===== src/rtl/hazard_controller.sv =====
// Hazard sequencer for the 5-stage RV32i pipeline: forwarding, load-use bubbles,
// redirect flushes, data-memory wait/timeout FSM and saturating perf counters.
module hazard_controller #(
    parameter int CNT_W       = 16,
    parameter int MEM_TIMEOUT = 255
) (
    input  logic             CLK,
    input  logic             RST_N,
    input  logic [4:0]       RS1_D,
    input  logic [4:0]       RS2_D,
    input  logic [4:0]       RS1_E,
    input  logic [4:0]       RS2_E,
    input  logic [4:0]       RD_E,
    input  logic [4:0]       RD_M,
    input  logic [4:0]       RD_W,
    input  logic             REG_W_En_E,
    input  logic             REG_W_En_M,
    input  logic             REG_W_En_W,
    input  logic [1:0]       Result_Src_Sel_E,
    input  logic             Mispredict_E,
    input  logic             D_MEM_Busy,
    output logic             Stall_F,
    output logic             Stall_D,
    output logic             Stall_E,
    output logic             Stall_M,
    output logic             Flush_D,
    output logic             Flush_E,
    output logic [1:0]       Forward_A_E,
    output logic [1:0]       Forward_B_E,
    output logic             Mem_Timeout,
    output logic [CNT_W-1:0] Stall_Cycles,
    output logic [CNT_W-1:0] Flush_Count
);

    localparam int WW = (MEM_TIMEOUT > 1) ? $clog2(MEM_TIMEOUT + 1) : 1;
    localparam logic [WW:0] TMO = (WW + 1)'(MEM_TIMEOUT);

    typedef enum logic [1:0] {
        RUN      = 2'd0,
        MEM_WAIT = 2'd1,
        ERROR    = 2'd2
    } state_t;

    state_t        state;
    logic [WW-1:0] wait_cnt;
    logic [WW:0]   wait_nxt;
    logic          load_use;

    assign wait_nxt = {1'b0, wait_cnt} + 1'b1;

    // MEM stage result is younger than WB, so it wins.
    always_comb begin
        Forward_A_E = 2'b00;
        if (RS1_E != 5'd0 && REG_W_En_M && RD_M == RS1_E)
            Forward_A_E = 2'b10;
        else if (RS1_E != 5'd0 && REG_W_En_W && RD_W == RS1_E)
            Forward_A_E = 2'b01;
    end

    always_comb begin
        Forward_B_E = 2'b00;
        if (RS2_E != 5'd0 && REG_W_En_M && RD_M == RS2_E)
            Forward_B_E = 2'b10;
        else if (RS2_E != 5'd0 && REG_W_En_W && RD_W == RS2_E)
            Forward_B_E = 2'b01;
    end

    assign load_use = REG_W_En_E && (Result_Src_Sel_E == 2'b01) &&
                      (RD_E != 5'd0) &&
                      ((RD_E == RS1_D) || (RD_E == RS2_D));

    always_comb begin
        Stall_F = 1'b0;
        Stall_D = 1'b0;
        Stall_E = 1'b0;
        Stall_M = 1'b0;
        Flush_D = 1'b0;
        Flush_E = 1'b0;
        if (!RST_N) begin
            Flush_D = 1'b1;
            Flush_E = 1'b1;
        end else if (state == ERROR || D_MEM_Busy) begin
            // Freeze everything; E/D hazards are re-evaluated once memory is ready.
            Stall_F = 1'b1;
            Stall_D = 1'b1;
            Stall_E = 1'b1;
            Stall_M = 1'b1;
        end else if (Mispredict_E) begin
            Flush_D = 1'b1;
            Flush_E = 1'b1;
        end else if (load_use) begin
            Stall_F = 1'b1;
            Stall_D = 1'b1;
            Flush_E = 1'b1;
        end
    end

    always_ff @(posedge CLK) begin
        if (!RST_N) begin
            state       <= RUN;
            wait_cnt    <= '0;
            Mem_Timeout <= 1'b0;
        end else begin
            unique case (state)
                RUN: begin
                    if (D_MEM_Busy) begin
                        if (TMO <= 1) begin
                            state       <= ERROR;
                            Mem_Timeout <= 1'b1;
                        end else begin
                            state    <= MEM_WAIT;
                            wait_cnt <= WW'(1);
                        end
                    end
                end
                MEM_WAIT: begin
                    if (!D_MEM_Busy) begin
                        state    <= RUN;
                        wait_cnt <= '0;
                    end else if (wait_nxt >= TMO) begin
                        state       <= ERROR;
                        Mem_Timeout <= 1'b1;
                    end else begin
                        wait_cnt <= wait_nxt[WW-1:0];
                    end
                end
                ERROR: begin
                    Mem_Timeout <= 1'b1;
                end
                default: begin
                    state    <= RUN;
                    wait_cnt <= '0;
                end
            endcase
        end
    end

    always_ff @(posedge CLK) begin
        if (!RST_N) begin
            Stall_Cycles <= '0;
            Flush_Count  <= '0;
        end else begin
            if (Stall_F && Stall_Cycles != '1)
                Stall_Cycles <= Stall_Cycles + 1'b1;
            if (Flush_E && Flush_Count != '1)
                Flush_Count <= Flush_Count + 1'b1;
        end
    end

endmodule

===== config.mk =====
export PLATFORM = sky130hd
export DESIGN_NAME = hazard_controller
export DESIGN_NICKNAME = d
export VERILOG_FILES = /design/src/rtl/hazard_controller.sv
export SDC_FILE = /design/constraint.sdc
export NUM_CORES = 1
export LEC_CHECK = 0
export ABC_AREA = 1
export CORE_MARGIN = 2
export CORE_UTILIZATION = 54
export CTS_BUF_LIST = sky130_fd_sc_hd__clkbuf_8
export CTS_CLUSTER_DIAMETER = 200
export DETAILED_ROUTE_END_ITERATION = 6
export PLACE_DENSITY = 0.87
export SKIP_CTS_REPAIR_TIMING = 1
export SLEW_MARGIN = 25
export SYNTH_ARGS = -nofsm -noshare
export SYNTH_HDL_FRONTEND = slang
export SYNTH_SLANG_ARGS = --single-unit

===== constraint.sdc =====
create_clock -name CLK -period 3.09 [get_ports CLK]
set_clock_uncertainty 0.2 [all_clocks]
set_input_delay 0.618 -clock CLK [delete_from_list [all_inputs] [get_ports CLK]]
set_output_delay 0.618 -clock CLK [all_outputs]
set_load 0.01 [all_outputs]

**Yosys cells after proc, flatten, opt, wreduce, memory -nomap -nowiden**

Cells that the tools add are included.

- Flip-flop bits (word level): 43
- Input port bits: 44
- Output and inout port bits: 43
- Word-level logic and storage cells: 76

- Add/subtract/negate cells: 3
- $lt $le $gt $ge: 1
- Equal/unequal tests: 16
- Muxes and demuxes: 27
- Bitwise operators: 1
- Reduce and logical (&&, ||, !) cells: 23

Operator list:

| cell | count |
|---|---|
| $add A16 B1 Y16 const B | 2 |
| $ne A16 B16 Y1 const B | 2 |
| $eq A5 B5 Y1 | 6 |
| $mux W8 | 3 |
| $pmux W8 S3 | 1 |
| $mux W1 | 16 |
| $reduce_bool A5 Y1 | 3 |
| $logic_and A1 B1 Y1 | 13 |
| $mux W2 | 5 |
| $add A8 B1 Y9 const B | 1 |
| $ge A9 B8 Y1 const B | 1 |
| $reduce_and A3 Y1 | 3 |
| $ne A2 B2 Y1 const B | 3 |
| $ne A3 B3 Y1 const B | 2 |
| $pmux W2 S3 | 1 |
| $eq A2 B1 Y1 const B | 2 |
| $eq A2 B2 Y1 const B | 1 |
| $logic_not A2 Y1 | 1 |
| $logic_or A1 B1 Y1 | 2 |
| $pmux W1 S2 | 1 |
| $reduce_bool A2 Y1 | 1 |
| $not A1 Y1 | 1 |

**Depth between registers and ports, before layout**

- Depth after elaboration: 9
- Mapped depth: 16
- Gate-level depth less buffers: 16

**Worst setup path before layout**

No wires, ideal clock.

- Kind: input port to output port
- Start point: input D_MEM_Busy
- End point: output Stall_F
- Arrival time: 1685 ps
- Required time: 2272 ps
- Path slack: 587 ps
- Stages on the path: 7
- Buffers on the path: 3
- Cells stage by stage: nor2_1 > nor2_4 > nor2_1 > a21oi_2 > buf_4 > buf_6 > buf_4

- Longest elaborated chain between the ends: 3

RTL lines:

| element | line | RTL |
|---|---|---|
| from (decl) | 21 | `input logic D_MEM_Busy,` |
| $logic_or A1 B1 Y1 | 82 | `end else if (state == ERROR \|\| D_MEM_Busy) begin` |
| $mux W1 (2 in series) | - |  |
| to (decl) | 22 | `output logic Stall_F,` |

No other way between the ends.

**Final worst setup path**

- Start point: input D_MEM_Busy
- End point: output Flush_D

- Longest elaborated chain between the ends: 3

RTL lines:

| element | line | RTL |
|---|---|---|
| $logic_or A1 B1 Y1 | 82 |  |
| $mux W1 | 82 |  |
| $mux W1 | 79 | `if (!RST_N) begin` |
| to (decl) | 26 | `output logic Flush_D,` |

No other way between the ends.

==> flow_summary_export.csv <==
group,metric,value,unit
cells_and_area,layout.nets,629,
global_route,globalRouteOverflowTotal,0,
cells_and_area,drive_gt1_share,7.56,%
clocking,tritoncts,"done",
timing,timing.fmax,0.329,GHz
route,wl_met2,4.32,mm
floorplanning,design.core.area,5510,sq um
cells_and_area,final_area,4230,sq um
synthesis,yosys_warnings,0,
synthesis,synthesis.nets,535,
synthesis,postSynth.topFlopCell,"sky130_fd_sc_hd__dfxtp_1",
synthesis,synth.top_cells.by_area,"sky130_fd_sc_hd__dfxtp_1 28%, sky130_fd_sc_hd__nand2_1 15%, sky130_fd_sc_hd__nand3_1 9.4%",
min_path,depth_of_the_worst_hold_timing_path,2,
clocking,tritoncts_num_sinks,43,
setup_path,crit_buf_inv,2,
timing,setup_repair_after_global_routing_missed_its_margin,"false",
setup_path,r2r_end,"Stall_Cycles[13]$_SDFFE_PN0P_",
setup_path,critical-path-top-delay-family,"buffers and inverters",
clocking,clock_latency,0.29,ns
setup_path,timing.critical_path.required,2.27,ns
route,drt_iter0_markers,215,
global_route,grt_use_total,26.1,%
route,per_cell_routed_wire_length,12.8,microns
clocking,clock_root_buffer_master,"sky130_fd_sc_hd__clkbuf_8",
synthesis,mappedNetlistArea,3090,sq um
timing,setup_viol_count_final,0,
setup_path,reg2regPathDepth,9,
cells_and_area,finish.utilization,76.8,%
floorplanning,i_o_pin_cnt,87,
synthesis,post-synth-top-area-fraction,27.9,%
global_route,first_global_vias,3134,
setup_path,crit_path_end_kind,"primary output",
setup_path,rr_startpoint,"Stall_Cycles[0]$_SDFFE_PN0P_",
power,p_per_area,318,nW/um^2
route,routed_wl,8.35,mm
placed_design,dp.final_hpwl,6.20,mm
synthesis,syn-instance-count,487,
synthesis,synth_largest_area_cell,"sky130_fd_sc_hd__dfxtp_1",
timing,finalCritPeriodShare,98.4,%
synthesis,yosys.cell_count.top_type,"sky130_fd_sc_hd__nand2_1",
synthesis,synth_enable_flop_cells,0,
route,final_antenna_net_count,0,
route,detailroute.via_count,3455,
setup_path,critPathSlowestCell,"sky130_fd_sc_hd__clkdlybuf4s50_1",
route,met1Wirelength,3.40,mm
route,firstDrtPassIters,5,
setup_path,worst-path-max-fanout,3,
synthesis,fraction_of_synthesis_flops_using_an_asynchronous_set_or_reset_pin,0,%
global_route,antenna_found_initial,0,
min_path,timing.hold.worst.start,"Mem_Timeout$_SDFFE_PN0P_",
timing,hold_violations,0,
setup_path,timing_worst_setup_path_type,"primary input to primary output",
setup_path,critical_path.most_common_cell,"sky130_fd_sc_hd__clkdlybuf4s50_1",
route,vias_per_cell,5.28,
min_path,hold-path-endpoint,"Mem_Timeout$_SDFFE_PN0P_",
synthesis,proportion_of_synthesized_chip_area_in_sequential_cells,27.9,%
timing,worst_slew_pin_tran,0.430,ns
min_path,timing.hold.worst.class,"flip-flop to flip-flop",
floorplanning,die-height,79.6,microns
placed_design,final_estimated_routing_congestion_in_global_placement,0.899,
synthesis,syn_area_per_cell,6.34,sq um
cells_and_area,area.growth.synth_to_final,37.0,%
timing,timing_max_transition_violations_final,0,
global_route,grt_max_degree,30,
clocking,worst_setup_hold_path_clk_slew,0.08,ns
floorplanning,floorplan.initialDensity,56.1,%
synthesis,synthDistinctLibCells,32,
placed_design,io_port_bufs,86,
timing,slew_headroom,71.1,%
route,top_layer_used,"met4",
clocking,numCtsBuffers,5,
setup_path,worst-endpoint-arrival,2.22,ns
job,maxCapViolations,0,
setup_path,cp_cell_sequence,"clkdlybuf4s50_1 -> nor2_2 -> nor2_4 -> nor2_1 -> clkdlybuf4s50_1",
route,dr_wl_met3,548,microns
placed_design,placedInstanceArea,4060,sq um
cells_and_area,diodes,0,
floorplanning,die_w,79.6,microns
setup_path,crit_path_start_kind,"primary input",
timing,fin_ws,0.0504,ns
floorplanning,dieArea,6340,sq um
clocking,clock_tree_buffer_depth,2,
power,p_leak,0.00187,uW
synthesis,synth.top_cells.by_count,"125 x sky130_fd_sc_hd__nand2_1, 62 x sky130_fd_sc_hd__nor2_1, 58 x sky130_fd_sc_hd__inv_1, 58 x sky130_fd_sc_hd__nand3_1, 43 x sky130_fd_sc_hd__dfxtp_1",
setup_path,critPathMaxStageDelay,0.60,ns
power,ir_drop,0.293,mV
placed_design,place_worst_setup_slack,-0.214,ns
run_status,run_status,"finished, final reports clean",
clocking,cts-htree-levels,2,
global_route,grt_first_pass_wirelength,13.5,mm
timing,finalWorstPathRequiredPeriod,3.04,ns
route,drc_errors,0,
synthesis,flops_latches_synth,43,
setup_path,reg_to_reg_slack_setup,0.70,ns
floorplanning,floorplan.rows,27,
[how the worst max path moves through the flow]
stage | from | end | slack [ns] | cells after the start
floorplan | D_MEM_Busy | Stall_F | 0.59 | 7
global placement | RD_E[1] | Flush_E | -0.17 | 11
detailed placement | RD_E[4] | Stall_F | -0.21 | 10
CTS | RD_E[4] | Stall_F | -0.22 | 10
global route | D_MEM_Busy | Flush_D | 0.01 | 5
finish | D_MEM_Busy | Flush_D | 0.05 | 5
[routing by layer]
| layer | track usage, % | vias to the layer above |
|---|---|---|
| li1 | - | 1739 |
| met1 | 31.5 | 1571 |
| met2 | 47.6 | 134 |
| met3 | 4.07 | 11 |
| met4 | 7.24 | 0 |
| met5 | 0 | - |
[sequential cells by signal, summed over array words and instances, names as in the netlist]
name and count:
Mem_Timeout 1, wait_cnt 8, Flush_Count 16, state 2, Stall_Cycles 16
[kinds of logic after synthesis]
kind of cell	share of synthesized area, %
DFF	27.9
adders and majority gates	1.62
buffers and inverters	10.4
AOI/OAI and AO/OA	8.47
and+or+nand+nor	40.0
xor gates and xnor gates	11.6
[metrics by stage]
| step | power, uW | hold slack (ns) | cells | setup TNS, ns |
|---|---|---|---|---|
| 6_report | 1340 | 0.245 | 654 | 0 |
| 5_1_grt | 1400 | 0.295 | 654 | 0 |
| 4_1_cts | 1350 | 0.251 | 654 | -1.04 |
| 3_5_place_dp | 832 | 0.237 | 646 | -0.977 |
| 3_3_place_gp | 825 | 0.231 | 646 | -0.756 |
| 2_1_floorplan | 714 | 0.253 | 487 | 0 |
[where the power goes]
group	internal [uW]	switching, uW
logic	122	124
registers	565	14.7
clock network	320	198
[cell usage in the layout, fill, tap and decap left out, types with 3 or more instances in the layout]
cell type                         netlist  final
sky130_fd_sc_hd__buf_4                  6     15
sky130_fd_sc_hd__clkdlybuf4s50_1        0     79
sky130_fd_sc_hd__xor2_1                31     31
sky130_fd_sc_hd__clkbuf_8               0      5
sky130_fd_sc_hd__nor3_1                 9      8
sky130_fd_sc_hd__inv_1                 58     59
sky130_fd_sc_hd__ha_1                   4      4
sky130_fd_sc_hd__nand2_1              125    125
sky130_fd_sc_hd__dlymetal6s2s_1         0      6
sky130_fd_sc_hd__dfxtp_1               43     43
sky130_fd_sc_hd__nand3_1               58     58
sky130_fd_sc_hd__nor2_1                62     61
sky130_fd_sc_hd__o21ai_0                3      3
sky130_fd_sc_hd__xnor2_1               10     10
sky130_fd_sc_hd__a21oi_1               32     32
sky130_fd_sc_hd__nand2_2                4      4
sky130_fd_sc_hd__nand4_1                9      9
sky130_fd_sc_hd__nor4_1                 4      3
[area by class of cell]
type	count	area [sq um]
timing repair buffer	101	983
tap	72	90.1
multi-input combinational	369	1930
clock buffer	5	68.8
inverter	61	229
clock inverter	3	63.8
fill	436	1280
sequential	43	861
[tightest hold or removal path, stage by stage (launching register included)]
cell	delay (ns)
sky130_fd_sc_hd__dfxtp_1	0.32
sky130_fd_sc_hd__nand2_1	0.05
sky130_fd_sc_hd__nand2_1	0.04
Power figures use the tool's default switching activity.
